### config.mk
export PLATFORM = sky130hd
export DESIGN_NAME = ct_f_spsram_512x44_ctrl
export DESIGN_NICKNAME = d
export VERILOG_FILES = /design/src/rtl/ct_f_spsram_ctrl_pkg.sv /design/src/rtl/ct_f_spsram_init_seq.sv /design/src/rtl/ct_f_spsram_512x44_ctrl.sv
export SDC_FILE = /design/constraint.sdc
export NUM_CORES = 1
export LEC_CHECK = 0
export ABC_CLOCK_PERIOD_IN_PS = 4300
export CAP_MARGIN = 20
export CELL_PAD_IN_SITES_DETAIL_PLACEMENT = 0
export CELL_PAD_IN_SITES_GLOBAL_PLACEMENT = 1
export CORE_UTILIZATION = 12
export DETAILED_ROUTE_END_ITERATION = 16
export GPL_ROUTABILITY_DRIVEN = 1
export GPL_TIMING_DRIVEN = 1
export PLACE_DENSITY_LB_ADDON = 0.1
export SLEW_MARGIN = 25
export SYNTH_ARGS = -nofsm -noshare
export SYNTH_HDL_FRONTEND = slang
export SYNTH_SLANG_ARGS = --single-unit
export TNS_END_PERCENT = 10
### constraint.sdc
create_clock -name CLK -period 4.3 [get_ports CLK]
set_input_delay 1.29 -clock CLK [delete_from_list [all_inputs] [get_ports CLK]]
set_output_delay 1.29 -clock CLK [all_outputs]
set_load 0.05 [all_outputs]
### src/rtl/ct_f_spsram_ctrl_pkg.sv
// Shared types and default geometry for the 512x44 single-port SRAM controller.
package ct_f_spsram_ctrl_pkg;

  localparam int unsigned SPSRAM_ADDR_WIDTH = 9;
  localparam int unsigned SPSRAM_DATA_WIDTH = 44;

  typedef enum logic {
    INIT = 1'b0,
    RUN  = 1'b1
  } spsram_state_e;

endpackage : ct_f_spsram_ctrl_pkg

### src/rtl/ct_f_spsram_init_seq.sv
// Init sweep sequencer: walks every SRAM address once after reset/flush, then parks in RUN.
module ct_f_spsram_init_seq
  import ct_f_spsram_ctrl_pkg::*;
#(
  parameter int unsigned ADDR_WIDTH  = SPSRAM_ADDR_WIDTH,
  parameter bit          INIT_ON_RST = 1'b1
) (
  input  logic                  CLK,
  input  logic                  RST,
  input  logic                  flush_req,
  output logic                  init_active,
  output logic [ADDR_WIDTH-1:0] init_addr,
  output logic                  init_done
);

  localparam logic [ADDR_WIDTH-1:0] LAST_ADDR = '1;

  spsram_state_e         state_q;
  logic [ADDR_WIDTH-1:0] init_cnt;

  // State and sweep counter; the counter wraps to 0 naturally on the last write.
  always_ff @(posedge CLK) begin
    if (RST) begin
      if (INIT_ON_RST) begin
        state_q <= INIT;
      end else begin
        state_q <= RUN;
      end
      init_cnt <= '0;
    end else begin
      case (state_q)
        INIT: begin
          if (flush_req) begin
            init_cnt <= '0;
          end else begin
            init_cnt <= init_cnt + ADDR_WIDTH'(1);
            if (init_cnt == LAST_ADDR) begin
              state_q <= RUN;
            end
          end
        end
        RUN: begin
          if (flush_req) begin
            state_q  <= INIT;
            init_cnt <= '0;
          end
        end
        default: begin
          state_q  <= INIT;
          init_cnt <= '0;
        end
      endcase
    end
  end

  // Reset masks the state so nothing reaches the SRAM while RST is high.
  assign init_active = ~RST & (state_q == INIT);
  assign init_done   = ~RST & (state_q == RUN);
  assign init_addr   = init_cnt;

endmodule : ct_f_spsram_init_seq

### src/rtl/ct_f_spsram_512x44_ctrl.sv
// Access controller for the 512x44 single-port SRAM wrapper.
// Optional macro CT_F_SPSRAM_RDHOLD_EN: registered, held read data with latency 2.
module ct_f_spsram_512x44_ctrl
  import ct_f_spsram_ctrl_pkg::*;
#(
  parameter int unsigned           ADDR_WIDTH  = SPSRAM_ADDR_WIDTH,
  parameter int unsigned           DATA_WIDTH  = SPSRAM_DATA_WIDTH,
  parameter logic [DATA_WIDTH-1:0] INIT_VAL    = '0,
  parameter bit                    INIT_ON_RST = 1'b1
) (
  input  logic                  CLK,
  input  logic                  RST,
  input  logic                  flush_req,
  output logic                  init_done,
  input  logic                  req_vld,
  output logic                  req_rdy,
  input  logic                  req_wr,
  input  logic [ADDR_WIDTH-1:0] req_addr,
  input  logic [DATA_WIDTH-1:0] req_wdata,
  input  logic [DATA_WIDTH-1:0] req_wmask,
  output logic                  rsp_vld,
  output logic [DATA_WIDTH-1:0] rsp_data,
  output logic [ADDR_WIDTH-1:0] sram_a,
  output logic                  sram_cen,
  output logic                  sram_gwen,
  output logic [DATA_WIDTH-1:0] sram_wen,
  output logic [DATA_WIDTH-1:0] sram_d,
  input  logic [DATA_WIDTH-1:0] sram_q
);

  logic                  init_active;
  logic [ADDR_WIDTH-1:0] init_addr;
  logic                  accept;
  logic                  rd_p1;

  ct_f_spsram_init_seq #(
    .ADDR_WIDTH  (ADDR_WIDTH),
    .INIT_ON_RST (INIT_ON_RST)
  ) u_init_seq (
    .CLK         (CLK),
    .RST         (RST),
    .flush_req   (flush_req),
    .init_active (init_active),
    .init_addr   (init_addr),
    .init_done   (init_done)
  );

  // Flush has priority over a client request in the same cycle.
  assign req_rdy = init_done & ~flush_req;
  assign accept  = req_vld & req_rdy;

  // SRAM drive mux: reset idle, init sweep write, or client access; polarity inverted here.
  always_comb begin
    sram_cen  = 1'b1;
    sram_gwen = 1'b1;
    sram_wen  = '1;
    sram_a    = '0;
    sram_d    = '0;
    if (RST) begin
      sram_cen = 1'b1;
    end else if (init_active) begin
      sram_cen  = 1'b0;
      sram_gwen = 1'b0;
      sram_wen  = '0;
      sram_a    = init_addr;
      sram_d    = INIT_VAL;
    end else if (accept) begin
      sram_cen  = 1'b0;
      sram_a    = req_addr;
      sram_d    = req_wdata;
      if (req_wr) begin
        sram_gwen = 1'b0;
        sram_wen  = ~req_wmask;
      end else begin
        sram_gwen = 1'b1;
        sram_wen  = '1;
      end
    end
  end

`ifdef CT_F_SPSRAM_RDHOLD_EN
  logic                  rd_p2;
  logic [DATA_WIDTH-1:0] rdata_q;

  // Two-stage read pipe; data captured from Q one cycle before the valid pulse and held.
  always_ff @(posedge CLK) begin
    if (RST) begin
      rd_p1   <= 1'b0;
      rd_p2   <= 1'b0;
      rdata_q <= '0;
    end else begin
      rd_p1 <= accept & ~req_wr;
      rd_p2 <= rd_p1;
      if (rd_p1) begin
        rdata_q <= sram_q;
      end
    end
  end

  assign rsp_vld  = rd_p2 & ~RST;
  assign rsp_data = rdata_q;
`else
  // Single-stage read pipe; Q is forwarded straight to the client.
  always_ff @(posedge CLK) begin
    if (RST) begin
      rd_p1 <= 1'b0;
    end else begin
      rd_p1 <= accept & ~req_wr;
    end
  end

  assign rsp_vld  = rd_p1 & ~RST;
  assign rsp_data = sram_q;
`endif

endmodule : ct_f_spsram_512x44_ctrl
== Word level (Yosys, flattened, before mapping) ==
Index checks and enable logic that the tools add are counted.
Widths: inputs -> output; s select.

* Output and inout port bits: 146
* Bits in registers: 11

* Equality and inequality tests: 2
* Muxes and demuxes: 24
* Bitwise operators: 11
* Add/sub/neg operators: 1

{| class="wikitable"
|+ Operators by type and width
! cell !! number
|-
| $mux 44 || 7
|-
| $mux 9 || 5
|-
| $not 44->44 || 1
|-
| $pmux 9 s2 || 1
|-
| $mux 1 || 10
|-
| $add 9x1->9 const B || 1
|-
| $eq 9x9->1 const B || 1
|-
| $and 1x1->1 || 6
|-
| $not 1->1 || 4
|-
| $ne 2x2->1 const B || 1
|-
| $pmux 1 s2 || 1
|}

== Depth between registers and ports, before layout ==
* Depth in word-level cells: 7
* Gate-level depth with buffers: 6

== Hierarchy ==
From an unflattened synthesis, not the netlist that was laid out.

* Cells, all modules: 237
* Area total of the unflattened synthesis: 2005.7 µm²

{| class="wikitable"
|+ Modules (own cells, without submodules)
! module !! area an instance (µm²) !! cells an instance !! instances
|-
| ct_f_spsram_512x44_ctrl || 1566.5 || 188 || 1
|-
| ct_f_spsram_init_seq || 439.2 || 49 || 1
|}

== Least setup slack after synthesis ==
Ideal clock, no wire load.

* Path kind: in2out
* From: input port RST
* To: output port sram_wen[10]
* Arrival time: 2.645 ns
* Cell stages on the path: 3
* Path buffers: 1
* Setup slack: 0.365 ns
* Cells stage by stage: nor2_1 -> clkbuf_1 -> o21ai_0

* Word-level cells in the longest chain between the ends: 7

{| class="wikitable"
|+ RTL lines
! element !! RTL line !! text
|-
| start: declaration || ct_f_spsram_512x44_ctrl.sv:12 || <nowiki>input logic RST,</nowiki>
|-
| $not 1->1 || ct_f_spsram_init_seq.sv:57, ct_f_spsram_init_seq.sv:58 ||
|-
| $and 1x1->1 || ct_f_spsram_init_seq.sv:58 || <nowiki>assign init_done = ~RST & (state_q == RUN);</nowiki>
|-
| $and 1x1->1 || ct_f_spsram_512x44_ctrl.sv:49 || <nowiki>assign req_rdy = init_done & ~flush_req;</nowiki>
|-
| $and 1x1->1 || ct_f_spsram_512x44_ctrl.sv:50 || <nowiki>assign accept = req_vld & req_rdy;</nowiki>
|-
| $mux 44 || ct_f_spsram_512x44_ctrl.sv:67 || <nowiki>end else if (accept) begin</nowiki>
|-
| $mux 44 || ct_f_spsram_512x44_ctrl.sv:61 || <nowiki>end else if (init_active) begin</nowiki>
|-
| $mux 44 * || ct_f_spsram_512x44_ctrl.sv:59 || <nowiki>if (RST) begin</nowiki>
|-
| end: declaration || ct_f_spsram_512x44_ctrl.sv:26 || <nowiki>output logic [DATA_WIDTH-1:0] sram_wen,</nowiki>
|}

Every way passes the cells marked *; elsewhere a longest branch is shown, timed or not.

== Worst setup path in the final report ==
* From: input port RST
* To: output port sram_a[0]

* Word-level cells in the longest chain between the ends: 7

{| class="wikitable"
|+ RTL lines
! element !! RTL line !! text
|-
| $not 1->1 || ct_f_spsram_init_seq.sv:57, ct_f_spsram_init_seq.sv:58 ||
|-
| $and 1x1->1 || ct_f_spsram_init_seq.sv:58 ||
|-
| $and 1x1->1 || ct_f_spsram_512x44_ctrl.sv:49 ||
|-
| $and 1x1->1 || ct_f_spsram_512x44_ctrl.sv:50 ||
|-
| $mux 9 || ct_f_spsram_512x44_ctrl.sv:67 ||
|-
| $mux 9 || ct_f_spsram_512x44_ctrl.sv:61 ||
|-
| $mux 9 * || ct_f_spsram_512x44_ctrl.sv:59 ||
|-
| end: declaration || ct_f_spsram_512x44_ctrl.sv:23 || <nowiki>output logic [ADDR_WIDTH-1:0] sram_a,</nowiki>
|}

Marks and branches as above.

==> impl_metrics.yaml <==
run_status:
  status: "complete, no violations"
grt:
  grt_first_pass_wirelength_um: 11000
  grt_pass1_vias: 1824
  antenna_found_initial: 0
  grt_max_degree: 56
  overflow: 0
  grtUsageTotal: 0.109
routing:
  routed-via-count: 1966
  drc: 0
  wl_um: 7780
  drtIter0Drc: 91
  post_drt_via_cell_ratio: 3.67
  drt-pass1-iter-count: 4
  ant_nets: 0
  routedWlPerCell_um: 14.5
cells_and_area:
  layout_common_cells: "clkdlybuf4s50_1, buf_12, buf_4"
  final_common_cell: "clkdlybuf4s50_1"
  synthToLayoutAreaGrowth_pct: 159
  drive_gt1_frac: 0.318
  fin_util: 0.324
  finalNetCount: 517
  n_antenna_cell: 0
  final_cells: 536
placement:
  gp_congestion: 0.770
  dp.cells: 532
  port_buffers: 203
  place_ws_ns: 0.0947
  place_hpwl_um: 6440
pwr:
  p_per_area_mw_per_mm2: 139
  ir_worst_vdd_mv: 0.0857
  p_leak_nw: 1.59
min_path:
  holdPathStages: 2
  hold_path_class: "register to register"
worst_setup_path:
  crit_arrival_ns: 2.85
  cp_slowest_cell: "clkdlybuf4s50_1"
  critPathMaxStageDelay_ns: 0.53
  cp.required_ns: 3.01
  critPathTopFamily: "buffers and inverters"
  cp_common_cell: "buf_12"
  setup.worst_path.end_class: "output pin"
  worstPathCellList: "clkdlybuf4s50_1 -> nor4bb_4 -> buf_12 -> a22o_1 -> buf_12"
  crit_fanout: 55
  path_class: "input port to output pin"
  path_buf_inv: 3
  worst-r2r-cell-count: 3
  startpoint_type: "input port"
  cp.depth: 5
clock_network:
  clk_latency_ns: 0.24
  clk_path_buf_depth: 2
  clkSinkCount: 11
  root_buffer: "clkbuf_16"
  cts.clk_slew.worst_paths_ns: 0.04
  cts_tree: "yes"
  cts_max_level: 1
  cts_buffers: 3
  holdBufCountCts: 0
timing:
  tns_ns: 0
  fin_ws_ns: 0.162
  slew-limit-headroom: 0.625
  rsz0062_at_grt: "false"
  fmaxAchievable_mhz: 242
  slew_violations: 0
  skew_ns: 0.00131
  worst_pin_slew_ns: 0.562
  hold_viol: 0
  post-route-period-util: 0.962
  setup_viol: 0
  fin_crit_ns: 4.14
synthesis:
  post_synth_num_cell_types: 30
  synth_area_mm2: 0.00153
  syn_avg_cell_area_um2: 7.07
  ys_ff_latch: 11
  synthArstFlopShare: 0
  synth-edff-count: 0
  ys_seq_area_frac: 0.144
  synthCells: 216
  ys.flop_type: "dfxtp_1"
  yosys_warnings: 0
  syn_nets: 364
flow_run:
  max_cap_viol_count: 0
floorplanning:
  io_pins: 292
  die_width_um: 115
  dieHeight_um: 115
  core_area_mm2: 0.0122
  num_rows: 40
  start_util: 0.125
  die_area_mm2: 0.0132
[final timing paths]
check / slack [ns] / from / endpoint
worst max-delay path: 0.16 / RST / sram_a[0]
worst min-delay path: 0.51 / u_init_seq.init_addr[7] / u_init_seq.init_addr[7]
worst max register to register: 2.74 / u_init_seq.state_q / rd_p1
worst min register to register: 0.51 / u_init_seq.init_addr[7] / u_init_seq.init_addr[7]
[synth_stat cells (all sizes together), types with 3 or more instances]
cell type   n  share of area
dfxtp      11           0.14
nor2b       3          0.012
nor2       12          0.029
or3         3          0.012
xor2        3          0.017
clkbuf      8          0.020
and2       44           0.18
a22o        8          0.046
o21ai      48           0.16
buf        53           0.26
nand2       3         0.0074
a21oi       4          0.016
[registers in the layout, indices dropped and copies added, names as in the netlist]
signal	count
u_init_seq.init_addr	9
rd_p1	1
u_init_seq.state_q	1
[where the power goes]
group	switching, mW	leakage (nW)	internal [mW]
clock network	0.0446	0.0382	0.124
logic	0.150	1.46	0.129
registers	0.00124	0.0889	0.103
total	0.196	1.59	0.357
[repair_timing]
action                                  in CTS  in global routing
endpoints found under the setup margin       0                  5
gates resized for setup                      0                  1
setup buffers                                0                  0
[final cells by class]
cell class / count / area, µm²
Clock buffer: 4 / 78.8
Fill cell: 1289 / 8250
Inverter: 2 / 7.51
Multi-Input combinational cell: 142 / 895
Sequential cell: 11 / 220
Tap cell: 168 / 210
Timing Repair Buffer: 209 / 2550
[per-layer routing]
| metal | GRT usage | up-vias | wire (µm) |
|---|---|---|---|
| met2 | 0.199 | 122 | 4060 |
| met5 | 0 | - | 0 |
| li1 | - | 975 | - |
| met4 | 0.0225 | 0 | 51 |
| met3 | 0.0311 | 4 | 798 |
| met1 | 0.125 | 865 | 2870 |
[tightest hold or removal path: cells and delay by family (launching register included)]
kind	cells	cell delay, ns
AOI/OAI and AO/OA	2	0.14
DFF	1	0.32
[cells by family (layout without fill, tap and decap cells)]
kind of cell               count (synthesis)  in the layout  synth area share
and+or+nand+nor                           74             74             0.300
buffers and inverters                     63            215             0.285
AOI/OAI and AO/OA                         60             60             0.219
DFF                                       11             11             0.144
xor gates and xnor gates                   4              4            0.0229
adders and majority gates                  2              2            0.0164
muxes                                      2              2            0.0131
[through the flow]
step | power, mW | hold WS, ns | area, µm²
CTS | 0.559 | 0.508 | 3960
global route | 0.579 | 0.522 | 3960
finish | 0.553 | 0.505 | 3960
global placement | 0.386 | 0.492 | 3880
floorplan | 0.347 | 0.471 | 1530
detailed placement | 0.387 | 0.502 | 3880
No activity file was read; power rests on OpenSTA's default activity.
